### config.mk
export PLATFORM = sky130hd
export DESIGN_NAME = snake_dir_queue
export DESIGN_NICKNAME = d
export VERILOG_FILES = /design/src/rtl/snake_dir_queue.sv
export SDC_FILE = /design/constraint.sdc
export NUM_CORES = 1
export LEC_CHECK = 0
export ABC_AREA = 0
export CAP_MARGIN = 20
export CORE_ASPECT_RATIO = 0.7
export CORE_UTILIZATION = 47
export CTS_CLUSTER_DIAMETER = 60
export DETAILED_ROUTE_END_ITERATION = 8
export HOLD_SLACK_MARGIN = 0.06
export PLACE_DENSITY = 0.71
export SETUP_SLACK_MARGIN = 0.05
export SKIP_LAST_GASP = 1
export SLEW_MARGIN = 20
export SYNTH_ARGS = -nofsm -noshare
export SYNTH_HDL_FRONTEND = slang
export SYNTH_SLANG_ARGS = --single-unit
### constraint.sdc
create_clock -name clk -period 4.25 [get_ports clk]
set_clock_uncertainty 0.1 [all_clocks]
set_input_delay 1.0625 -clock clk [delete_from_list [all_inputs] [get_ports clk]]
set_output_delay 1.0625 -clock clk [all_outputs]
set_load 0.01 [all_outputs]
### src/rtl/snake_dir_queue.sv
// Purpose : turns one-cycle direction-key release pulses into the snake's movement
//           direction, queueing up to DEPTH filtered turns and applying one per game tick.
// Latency : pulse -> queued at next edge; tick -> dir/dir_changed updated at next edge.
// Backpressure: none upstream; a valid turn arriving while full (and not popping) is
//           dropped and latches the sticky overflow flag.
// Ports   : clk/rst (sync, active-high); up_p/down_p/left_p/right_p key pulses;
//           tick pop strobe; flush game restart; dir, dir_changed, count, overflow status.
// Direction encoding: 00 up, 01 down, 10 left, 11 right (reversal = flip of bit 0).
module snake_dir_queue #(
    parameter int         DEPTH    = 4,
    parameter logic [1:0] INIT_DIR = 2'b11
) (
    input  logic                       clk,
    input  logic                       rst,
    input  logic                       up_p,
    input  logic                       down_p,
    input  logic                       left_p,
    input  logic                       right_p,
    input  logic                       tick,
    input  logic                       flush,
    output logic [1:0]                 dir,
    output logic                       dir_changed,
    output logic [$clog2(DEPTH+1)-1:0] count,
    output logic                       overflow
);
    localparam int PTR_W = $clog2(DEPTH);
    localparam int CNT_W = $clog2(DEPTH+1);

    logic [1:0]       mem_q [DEPTH];
    logic [1:0]       mem_d [DEPTH];
    logic [PTR_W-1:0] head_q, head_d;
    logic [PTR_W-1:0] tail_q, tail_d;
    logic [CNT_W-1:0] count_q, count_d;
    logic [1:0]       dir_q, dir_d;
    logic             dir_changed_q, dir_changed_d;
    logic             overflow_q, overflow_d;

    logic [2:0] n_pulses;
    logic [1:0] cand;
    logic [1:0] ref_dir;
    logic       cand_ok;
    logic       do_pop;
    logic       do_push;

    always_comb begin
        n_pulses = {2'b00, up_p} + {2'b00, down_p} + {2'b00, left_p} + {2'b00, right_p};
        cand = 2'b00;
        if (down_p)  cand = 2'b01;
        if (left_p)  cand = 2'b10;
        if (right_p) cand = 2'b11;

        // Filter against the direction the snake will have when this turn is applied:
        // the most recently queued turn, or the live direction when nothing is queued.
        ref_dir = (count_q != '0) ? mem_q[tail_q - PTR_W'(1)] : dir_q;
        cand_ok = (n_pulses == 3'd1) && (cand != ref_dir) && (cand != (ref_dir ^ 2'b01));

        do_pop  = tick && (count_q != '0);
        // A full queue still accepts when the same cycle frees a slot.
        do_push = cand_ok && ((count_q < CNT_W'(DEPTH)) || do_pop);

        mem_d         = mem_q;
        head_d        = head_q;
        tail_d        = tail_q;
        count_d       = count_q;
        dir_d         = dir_q;
        dir_changed_d = do_pop;
        overflow_d    = overflow_q | (cand_ok && !do_push);

        if (do_pop) begin
            dir_d  = mem_q[head_q];
            head_d = head_q + PTR_W'(1);
        end
        if (do_push) begin
            mem_d[tail_q] = cand;
            tail_d        = tail_q + PTR_W'(1);
        end
        if (do_push && !do_pop)      count_d = count_q + CNT_W'(1);
        else if (do_pop && !do_push) count_d = count_q - CNT_W'(1);

        // Restart wins over any same-cycle push or pop.
        if (flush) begin
            head_d        = '0;
            tail_d        = '0;
            count_d       = '0;
            dir_d         = INIT_DIR;
            dir_changed_d = 1'b0;
            overflow_d    = 1'b0;
        end
    end

    always_ff @(posedge clk) begin
        if (rst) begin
            head_q        <= '0;
            tail_q        <= '0;
            count_q       <= '0;
            dir_q         <= INIT_DIR;
            dir_changed_q <= 1'b0;
            overflow_q    <= 1'b0;
        end else begin
            head_q        <= head_d;
            tail_q        <= tail_d;
            count_q       <= count_d;
            dir_q         <= dir_d;
            dir_changed_q <= dir_changed_d;
            overflow_q    <= overflow_d;
        end
    end

    // Storage needs no reset: entries are only read between tail and head.
    always_ff @(posedge clk) begin
        for (int i = 0; i < DEPTH; i++) mem_q[i] <= mem_d[i];
    end

    assign dir         = dir_q;
    assign dir_changed = dir_changed_q;
    assign count       = count_q;
    assign overflow    = overflow_q;
endmodule

After elaboration in Yosys (flattened, before gate mapping). Cells that the tools add are included.

Input bits: 8. Bits in registers: 19. Logic and storage cells: 60. Output and inout port bits: 7.

Multiplexer cells: 15. Bitwise gates (word level): 5. Equal/unequal tests: 3. $add $sub $neg: 8. Magnitude comparators: 5. Reduce and logical (&&, ||, !) cells: 14.

Operator list (number): 2-bit 2-to-1 mux (8); 3-bit >= comparator (second input constant) (3); 2-bit NOT with 3-bit output (3); 2-bit binary-select mux with 2-bit select (2); 8-bit bitwise mux (1); 1-bit logical AND (8); 3-bit 2-to-1 mux (2); 2-bit by 1-bit adder with 2-bit output (second input constant) (2); 2-bit demux with 2-bit select (1); 2-bit != test (2); 2-bit by 1-bit adder with 3-bit output (1); 3-bit by 1-bit adder with 3-bit output (1); 3-bit by 1-bit adder with 3-bit output (second input constant) (1); 3-bit by 1-bit equality test with 1-bit output (second input constant) (1); 3-bit by 1-bit < comparator with 1-bit output (second input constant) (1); 3-bit < comparator (second input constant) (1); 3-bit nonzero test (1); 3-bit by 1-bit subtractor with 3-bit output (second input constant) (1); 1-bit by 1-bit adder with 2-bit output (1); 1-bit zero test (2); 2-bit nonzero test (1); 2-bit OR reduction (1); 2-bit by 1-bit subtractor with 2-bit output (second input constant) (1); 1-bit logical OR (1); other kinds (3) (3).

Logic depth before layout (Yosys ltp). Gate-level depths: netlist of the first run.

Depth in word-level cells: 14. Mapped depth: 15. Depth with buffers taken out: 15.

Worst setup path after synthesis of the first run. No wires, ideal clock.

Kind: input-to-reg. From: in up_p. To: reg count_q[2], in the netlist count[2]. Arrival time: 4.208 ns. Path slack: -0.128 ns. Cell stages on the path: 15. Required time: 4.080 ns. Cells stage by stage: inv_1 -> fa_1 -> inv_1 -> ha_1 -> ha_1 -> or3b_2 -> nor4_1 -> nor3_1 -> nor2_1 -> ha_1 -> inv_1 -> fa_1 -> xor2_1 -> or3_1 -> a21oi_1.

Word-level cells in the longest chain between the ends: 10.

Ends and longest elaborated chain: from (decl) (line 15) `input logic up_p,`; 1-bit by 1-bit adder with 2-bit output (*) (line 46) `n_pulses = {2'b00, up_p} + {2'b00, down_p} + {2'b00, left_p} + {2'b00, right_p};`; 2-bit by 1-bit adder with 3-bit output (*) (line 46); 3-bit by 1-bit adder with 3-bit output (*) (line 46); 3-bit by 1-bit equality test with 1-bit output (*) (line 55) `cand_ok = (n_pulses == 3'd1) && (cand != ref_dir) && (cand != (ref_dir ^ 2'b01));`; 1-bit logical AND (*) (2 in series) (line 55); 1-bit logical AND (*) (line 59) `do_push = cand_ok && ((count_q < CNT_W'(DEPTH)) || do_pop);`; net do_push (line 43) `logic do_push;`; 1-bit zero test (line 78) `else if (do_pop && !do_push) count_d = count_q - CNT_W'(1);`; 1-bit logical AND (line 78); 2-bit nonzero test (no line); to (signal assigned) (line 102) `count_q <= count_d;`; to (decl) (line 33) `logic [CNT_W-1:0] count_q, count_d;`.

The timed path passes the listed nets; every way through them passes the cells marked *. A chain may end at the register's enable or synchronous reset.

Worst setup path in the final report of the first run.
From: in down_p. To: reg count_q[2], in the netlist count[2].

Word-level cells in the longest chain between the ends: 10.

Ends and longest elaborated chain: from (decl) (line 16) `input logic down_p,`; 1-bit by 1-bit adder with 2-bit output / 1-bit 2-to-1 mux (equally long branches) (line 46, 48); 2-bit by 1-bit adder with 3-bit output / 2-bit 2-to-1 mux (equally long branches) (line 46, 49); 3-bit by 1-bit adder with 3-bit output / 2-bit 2-to-1 mux (equally long branches) (line 46, 50); 3-bit by 1-bit equality test with 1-bit output / 2-bit != test (equally long branches) (line 55); 1-bit logical AND (line 55); 1-bit logical AND (*) (line 55); 1-bit logical AND (*) (line 59); net do_push (line 43); 1-bit zero test (line 78); 1-bit logical AND (line 78); 2-bit nonzero test (no line).

Marks and branches as above.

==> flow_summary.yaml, run 1 <==
routing:
  num_vias: 762
  drc: 2
  wl_per_cell_um: 13.5
  routed_via_density: 5.44
  drt_pre_antenna_iters: 6
  ant_nets: 0
  drt-initial-drc-count: 26
  routed_wirelength_um: 1890
setup_path:
  crit_arrival_ns: 4.18
  cp_cell_sequence: "buf_2 -> inv_2 -> fa_1 -> inv_2 -> ha_4 -> ha_4 -> or3b_4 -> a211oi_4 -> nor3_2 -> nor2_1 -> ha_2 -> inv_2 -> fa_2 -> xor2_2 -> or3_1 -> a21oi_1"
  startpoint: "down_p"
  crit_path_max_fanout: 2
  timing.rr.start: "tail_q[0]"
  cp_top_family: "adder cells"
  crit_end: "count[2]"
  crit_slowest_cell: "fa_1"
  startpoint_type: "input pin"
  path_common_cell: "inv_2"
  endpoint_kind: "register"
  r2r_end: "count[2]"
  cp_slowest_stage_delay_ns: 0.54
  timing.critical_path.buf_inv: 4
  r2r_cells: 12
  crit_cells: 16
  worstSetupPathType: "input pin to register"
  rrSetupSlack_ns: 1.15
  crit_required_ns: 4.38
clocking:
  clockBufferDepth: 2
  cts_tree: "yes"
  clkTransAtPathRegs_ns: 0.10
  ctsHtreeMaxLevel: 1
  cts_made_buffers: 3
  clk_latency_ns: 0.30
  cts_sinks: 19
  clock-root-buffer: "clkbuf_4"
  hold_buffers: 0
timing:
  hold_viol_final: 0
  fin_crit_sh_pct: 95.2
  slew_viol_final: 0
  max-slew-margin-rel_pct: 69.8
  rsz0062_at_grt: "false"
  report.final.setup_viol: 0
  finalCriticalPeriod_ns: 4.05
  setup_tns_ns: 0
  max_freq_mhz: 247
  worst_pin_slew_ns: 0.448
logic_synthesis:
  ys_seq_area_share_pct: 46.1
  synth_fp_nets: 110
  postSynthCellCount: 93
  syn-cell-area_um2: 1000
  ys_ff_latch: 19
  synth_cell_types: 30
  synth.avg_cell_area_um2: 10.7
  synth_warnings: 0
global_routing:
  grt_pass1_wl_um: 2930
  grt_usage_pct: 18.3
  overflow: 0
  antenna_found_initial: 0
  grt_pass1_vias: 704
  grt_max_degree: 11
placement:
  place_hpwl_um: 1430
  port_buffers: 14
  place_area_mm2: 0.00124
  gp_congestion: 0.763
die:
  die_x_um: 57.1
  die_area_mm2: 0.00232
  coreArea_mm2: 0.00194
  io_pins: 15
  dieHeight_um: 40.6
  fp-row-count: 13
  initial_core_util_pct: 51.6
finish:
  area_growth_pct: 31.2
  final_cell_mix: "11 x dfxtp_1, 11 x clkdlybuf4s50_1, 9 x buf_4"
  final_area_mm2: 0.00131
  diodes: 0
  n_fill_cell: 145
  fin_nets: 136
  drive_gt1_share_pct: 30.5
worst_hold_path:
  min_path_type: "register to register"
  min_from: "overflow"
run:
  maxCapViolCount: 0
status:
  failed_checks: "DRC"
  status: "finished with violations"
power_and_ir_drop:
  internal-power_w: 0.000290
  combPwrFrac_pct: 27.3
  p_leak_nw: 0.510
  p_seq_share_pct: 50.3
  ir_worst_vdd_mv: 0.213
  p_clk_share_pct: 22.4
  switching_share_pct: 28.2
  p_switching_w: 0.000114
  powerDensity_mw_per_mm2: 308
-- registers in the layout (all words and copies together) (netlist names) --
register	count
count	3
dir	2
overflow	1
mem_q	8
head_q	2
dir_changed	1
tail_q	2
-- per-layer routing --
| metal | up-vias | track usage, % | part of all wire, % |
|---|---|---|---|
| li1 | 378 | - | - |
| met1 | 347 | 21.1 | 43 |
| met2 | 33 | 30.9 | 45 |
| met3 | 4 | 7.10 | 10 |
| met4 | 0 | 9.76 | 1.6 |
| met5 | - | 0 | 0 |
-- tightest hold or removal path, delay by kind of cell (launching register included) --
kind / cells / cell delay [ns]
compound gates: 1 / 0.06
simple gates: 1 / 0.05
flops: 1 / 0.32
-- stage by stage --
step	instances	hold slack, ns	utilization (%)	worst slack [ns]	power, W
floorplan	93	0.383	-	0.0105	0.000267
global placement	133	0.345	63.9	-0.554	0.000300
detailed placement	133	0.353	63.9	-0.597	0.000302
CTS	139	0.378	66.1	0.0720	0.000395
global route	140	0.417	67.7	0.0574	0.000425
finish	140	0.374	67.7	0.203	0.000404
-- cell usage after synthesis --
library cell / instances / share of area [%]
nor4_1: 1 / 0.63
or3_1: 2 / 1.3
xor2_1: 4 / 3.5
nand2_1: 5 / 1.9
dfxtp_1: 11 / 22
and4_4: 1 / 1.1
mux4_2: 3 / 6.8
a211oi_1: 1 / 0.75
o21ai_1: 1 / 0.50
inv_1: 9 / 3.4
nand3_1: 6 / 3.0
mux2i_1: 1 / 1.0
clkbuf_1: 2 / 0.75
fa_1: 2 / 4.0
a21oi_1: 2 / 1.0
o31ai_1: 1 / 0.75
nor3_1: 2 / 1.0
and3_1: 4 / 2.5
ha_1: 7 / 8.8
or3b_2: 2 / 1.8
or2_2: 1 / 0.63
o21bai_1: 1 / 0.75
or3_4: 1 / 1.1
nand4_1: 1 / 0.63
nand2b_1: 1 / 0.63
nor2b_1: 1 / 0.63
nor3b_1: 1 / 0.75
o21ai_0: 3 / 1.5
edfxtp_1: 8 / 24
nor2_1: 8 / 3.0
-- cell type report --
class / count / area (um^2) / share of cell area [%]
tap: 22 / 27.5 / 2.10
multi-input combinational: 63 / 571 / 43.5
timing repair buffer: 23 / 193 / 14.7
inverter: 9 / 33.8 / 2.58
sequential: 19 / 460 / 35.1
clock buffer: 4 / 26.3 / 2.00
-- what timing repair did --
| item | in CTS | in global routing |
|---|---|---|
| hold endpoints to repair | 0 | 0 |
| pin swaps | 11 | 9 |
| setup buffers | 2 | 1 |
| gates resized for setup | 17 | 4 |
| endpoints found under the setup margin | 2 | 1 |
-- power groups by stage --
stage	logic (W)	registers, W	clock network [W]
floorplan	0.0000594	0.000208	0
global placement	0.0000927	0.000207	0
detailed placement	0.0000950	0.000207	0
CTS	0.000100	0.000203	0.0000923
global route	0.000121	0.000204	0.000100
finish	0.000110	0.000203	0.0000906
-- cell families (layout without fill, tap and decap cells) --
group	count (synthesis)	in the layout	synth area share (%)
fa+ha+maj	9	9	12.8
simple gates	37	37	20.5
flops	19	19	46.1
mux	4	4	7.76
buf+inv	11	36	4.13
compound gates	9	9	5.26
xor+xnor	4	4	3.50
-- how the worst min path moves through the flow --
stage,endpoint,slack (ns),cells past startpoint
after floorplan,overflow,0.38,2
after global placement,overflow,0.35,2
after detailed placement,overflow,0.35,2
after CTS,overflow,0.38,2
after global routing,overflow,0.42,2
final,overflow,0.37,2
No activity file was read; power rests on OpenSTA's default activity.
==> inputs of run 2 (changes only) <==
Settings changed: SLEW_MARGIN 20 to 10.
==> results of run 2 <==
No change in the layout: final DEF, timing and power equal those of run 1.
==> patch 1 (flow settings as in run 1) <==
Set the parameter `DEPTH` to 8 (it was 4).
--- a/src/rtl/snake_dir_queue.sv
+++ b/src/rtl/snake_dir_queue.sv
@@ -7,7 +7,7 @@
 //           tick pop strobe; flush game restart; dir, dir_changed, count, overflow status.
 // Direction encoding: 00 up, 01 down, 10 left, 11 right (reversal = flip of bit 0).
 module snake_dir_queue #(
-    parameter int         DEPTH    = 4,
+    parameter int         DEPTH    = 8,
     parameter logic [1:0] INIT_DIR = 2'b11
 ) (
     input  logic                       clk,
Interface: changed (resized count); port bits go from 15 to 16. No check against the original RTL was run, so the function may have changed too.
==> patch 1 against run 1 <==
- area after synthesis is 60% higher
- die area is 57% higher
- routed wire length is 91% higher
- cell count is 59% higher
- sequential cell count is 11 higher
- total power is 120% higher
- worst setup slack worse by 140 ps
- cell area is 59% higher
- clock power grew to 2.7 times the old value
- largest cell class unchanged
- highest routed layer unchanged
==> patch 1: results (changes against run 1) <==
status complete, no violations (was complete, but fails checks); most common flop cell mapped by yosys edfxtp_1 (was dfxtp_1); R2R cell count 15 (was 12); Initial DRC Count 88 (was 26); Fillers 274 (was 145); CTS Buf Count 5 (was 3); largest net degree at the start of global routing 13 (was 11); H-tree levels 2 (was 1); Slew HR 27.93% (was 69.84%); peak supply drop 0.1925 mV (was 0.2131 mV); vias in the first global route 1284 (was 704); Synth Area per Inst 10.88 µm² (was 10.75 µm²); Commonest cells post-synth edfxtp_1, dfxtp_1, a21oi_1, nand2_1, nor2_1 (was dfxtp_1, inv_1, edfxtp_1, nor2_1, ha_1); CP Max Fanout 3 (was 2); Final #Nets 201 (was 136); global-route wire length before repair 6120 µm (was 2932 µm); Worst EP arrival 4310 ps (was 4180 ps); Pre-antenna DRT Iters 4 (was 6); IO buf count 15 (was 14); Yosys cell types 40 (was 30); final core utilization 65.37% (was 67.74%); r2r setup slk 670 ps (was 1150 ps); Leakage 0.7718 nW (was 0.5099 nW); routability congestion estimate 0.8335 (was 0.7627); Post-synth EDFFs 16 (was 8)
==> patch 1: worst max-delay path by stage <==
stage | startpoint | end | cells past startpoint
finish | right_p | count[3] | 19
global route | up_p | count[3] | 19
CTS | right_p | count[3] | 19
detailed placement | right_p | count[3] | 19
global placement | right_p | count[3] | 19
floorplan | right_p | count[3] | 18
==> patch 1: through the flow <==
step	hold slack [ps]	total power, mW	worst slack (ps)
finish	369.6	0.8900	59.40
global route	406.7	0.9395	-44.53
CTS	368.8	0.8834	11.51
detailed placement	344.1	0.6229	-751.3
global placement	349.6	0.6133	-647.0
floorplan	377.4	0.5253	-76.89
==> patch 1: layout make-up <==
cell class	count	area share, %
tap	38	2.280
clock buffer	6	3.959
clock inverter	2	0.5999
multi-input combinational	104	41.57
timing repair buffer	32	13.08
sequential	30	36.47
inverter	10	2.040
==> patch 1: power breakdown <==
part | switching [mW] | internal, mW
combinational | 0.145 | 0.155
clock | 0.117 | 0.130
sequential | 0.0231 | 0.320
total | 0.285 | 0.605
==> patch 1: logic make-up after synthesis <==
| group | count (synthesis) | share of synthesized area, % |
|---|---|---|
| buffers and inverters | 13 | 3.129 |
| DFF | 30 | 47.57 |
| AOI/OAI and AO/OA | 28 | 11.03 |
| and+or+nand+nor | 47 | 16.12 |
| muxes | 13 | 10.09 |
| adders and majority gates | 10 | 8.764 |
| xor gates and xnor gates | 6 | 3.287 |
==> patch 1: layer usage <==
layer	GRT usage [%]	share of wire, %	vias to the layer above
li1	-	-	613
met1	30.95	47	592
met2	34.91	47	30
met3	5.823	4.7	6
met4	12.42	1.5	0
met5	0	0	-
==> patch 1: critical path: stages <==
cell	delay [ps]
buf_8	70
inv_4	30
fa_1	520
inv_1	40
ha_2	180
ha_4	210
or3b_4	410
nor3_4	150
and4_4	260
nor2_4	50
inv_2	70
ha_4	150
inv_4	50
ha_4	220
a21o_1	160
a21oi_2	140
xnor2_1	90
or3_1	300
a21oi_1	130
==> patch 1: timing repair <==
action | in CTS | in global routing
buffers inserted | 3 | 0
setup endpoints to repair | 3 | 2
gates cloned | 0 | 0
pin swaps | 11 | 6
endpoints found under the hold margin | 0 | 0
resized for setup | 15 | 2
==> patch 2 (config.mk and constraints of run 1) <==
Made on the original files. Register the output `count` once more, with the module's reset; this adds one clock of latency there. The other outputs are not delayed to match.
--- a/src/rtl/snake_dir_queue.sv
+++ b/src/rtl/snake_dir_queue.sv
@@ -113,7 +113,13 @@
 
     assign dir         = dir_q;
     assign dir_changed = dir_changed_q;
-    assign count       = count_q;
+    always_ff @(posedge clk) begin
+        if (rst) begin
+            count <= '0;
+        end else begin
+            count <= count_q;
+        end
+    end
     assign overflow    = overflow_q;
 endmodule
 
Behaviour: not the same (Yosys sat finds a counterexample within 4 cycles, from zero or initial values and one cycle with rst high).
==> patch 2 against run 1 <==
- cell area is 11% higher
- routed wire length is 8.7% higher
- hold slack better by 5.7 ps
- cell count is 14% higher
- worst setup slack worse by 89 ps
- total power is 25% higher
- area after synthesis is 7.9% higher
- sequential cell count is 3 higher
- largest cell class unchanged
==> patch 2: results (changes against run 1) <==
WL/cell 12.86 µm (was 13.52 µm); global-route wire length before repair 3325 µm (was 2932 µm); worst slack, placed -637.5 ps (was -597.5 ps); DR vias/cell 5.100 (was 5.443); Leakage 0.5789 nW (was 0.5099 nW); largest cells by area after synthesis dfxtp_1, edfxtp_1, ha_1 (was edfxtp_1, dfxtp_1, ha_1); status complete, no violations (was complete, but fails checks); HPWL Detailed 1507 µm (was 1433 µm); Pre-antenna DRT Iters 4 (was 6); mux contribution to synthesized area 7.193% (was 7.760%); largest net degree at the start of global routing 14 (was 11); layout cells sized above 1 30.47% (was 30.51%); sequential area share after synthesis 48.26% (was 46.06%); smallest hold slack 379.3 ps (was 373.6 ps); Slew HR 70.11% (was 69.84%); Synth Area in Compound Gates 4.872% (was 5.257%); GR Util All Layers 18.42% (was 18.32%); Worst EP arrival 4290 ps (was 4180 ps); Synth Instances 99 (was 93); syn_nets 116 (was 110); XOR/XNOR share of the synthesized area 3.248% (was 3.504%); Fillers 162 (was 145); dpl cell area 1321 µm² (was 1237 µm²); vias in the first global route 747 (was 704); Initial DRC Count 20 (was 26); Commonest cells post-synth dfxtp_1, inv_1, edfxtp_1, nor2_1, ha_1 (unchanged)
[patch 2: logic make-up after synthesis]
group | count (synthesis)
flip-flops | 22
AND/OR/NAND/NOR | 40
AO/OA/AOI/OAI | 9
adder cells (fa/ha/maj) | 9
XOR/XNOR | 4
buffers and inverters | 11
multiplexers | 4
[patch 2: power breakdown]
group,total [mW],internal (mW),switching [mW]
registers,0.233,0.226,0.00712
clock network,0.157,0.0953,0.0618
logic,0.113,0.0595,0.0534
[patch 2: metal layers]
metal	global-route usage (%)	routed length, µm	up-vias
met5	0	0	-
met3	4.630	139	4
li1	-	-	404
met1	26.11	952	385
met4	4.286	18	0
met2	28.31	948	23
[patch 2: worst register-to-register path, delay by kind of cell (launching register included)]
family | cells | cell delay (ps)
adder cells (fa/ha/maj) | 3 | 910
AND/OR/NAND/NOR | 4 | 860
flip-flops | 1 | 450
multiplexers | 1 | 350
XOR/XNOR | 1 | 170
buffers and inverters | 2 | 160
AO/OA/AOI/OAI | 1 | 120
[patch 2: layout make-up]
| cell class | instances | area [µm²] | share of cell area, % |
|---|---|---|---|
| Inverter | 9 | 33.78 | 2.328 |
| Clock buffer | 3 | 22.52 | 1.552 |
| Clock inverter | 1 | 30.03 | 2.069 |
| Tap cell | 32 | 40.04 | 2.759 |
| Sequential cell | 22 | 520.5 | 35.86 |
| Timing Repair Buffer | 27 | 229.0 | 15.78 |
| Multi-Input combinational cell | 66 | 575.6 | 39.66 |
[patch 2: path summary, 6_finish.rpt]
| path | to | cells after the start |
|---|---|---|
| min reg2reg | overflow | 2 |
| min | overflow | 2 |
| max | count_q[2] | 16 |
| max reg2reg | count_q[2] | 12 |
[patch 2: timing repair]
item	4_1_cts	5_1_grt
pin swaps	11	5
endpoints found under the setup margin	2	1
buffers inserted	5	3
gates resized for setup	16	2
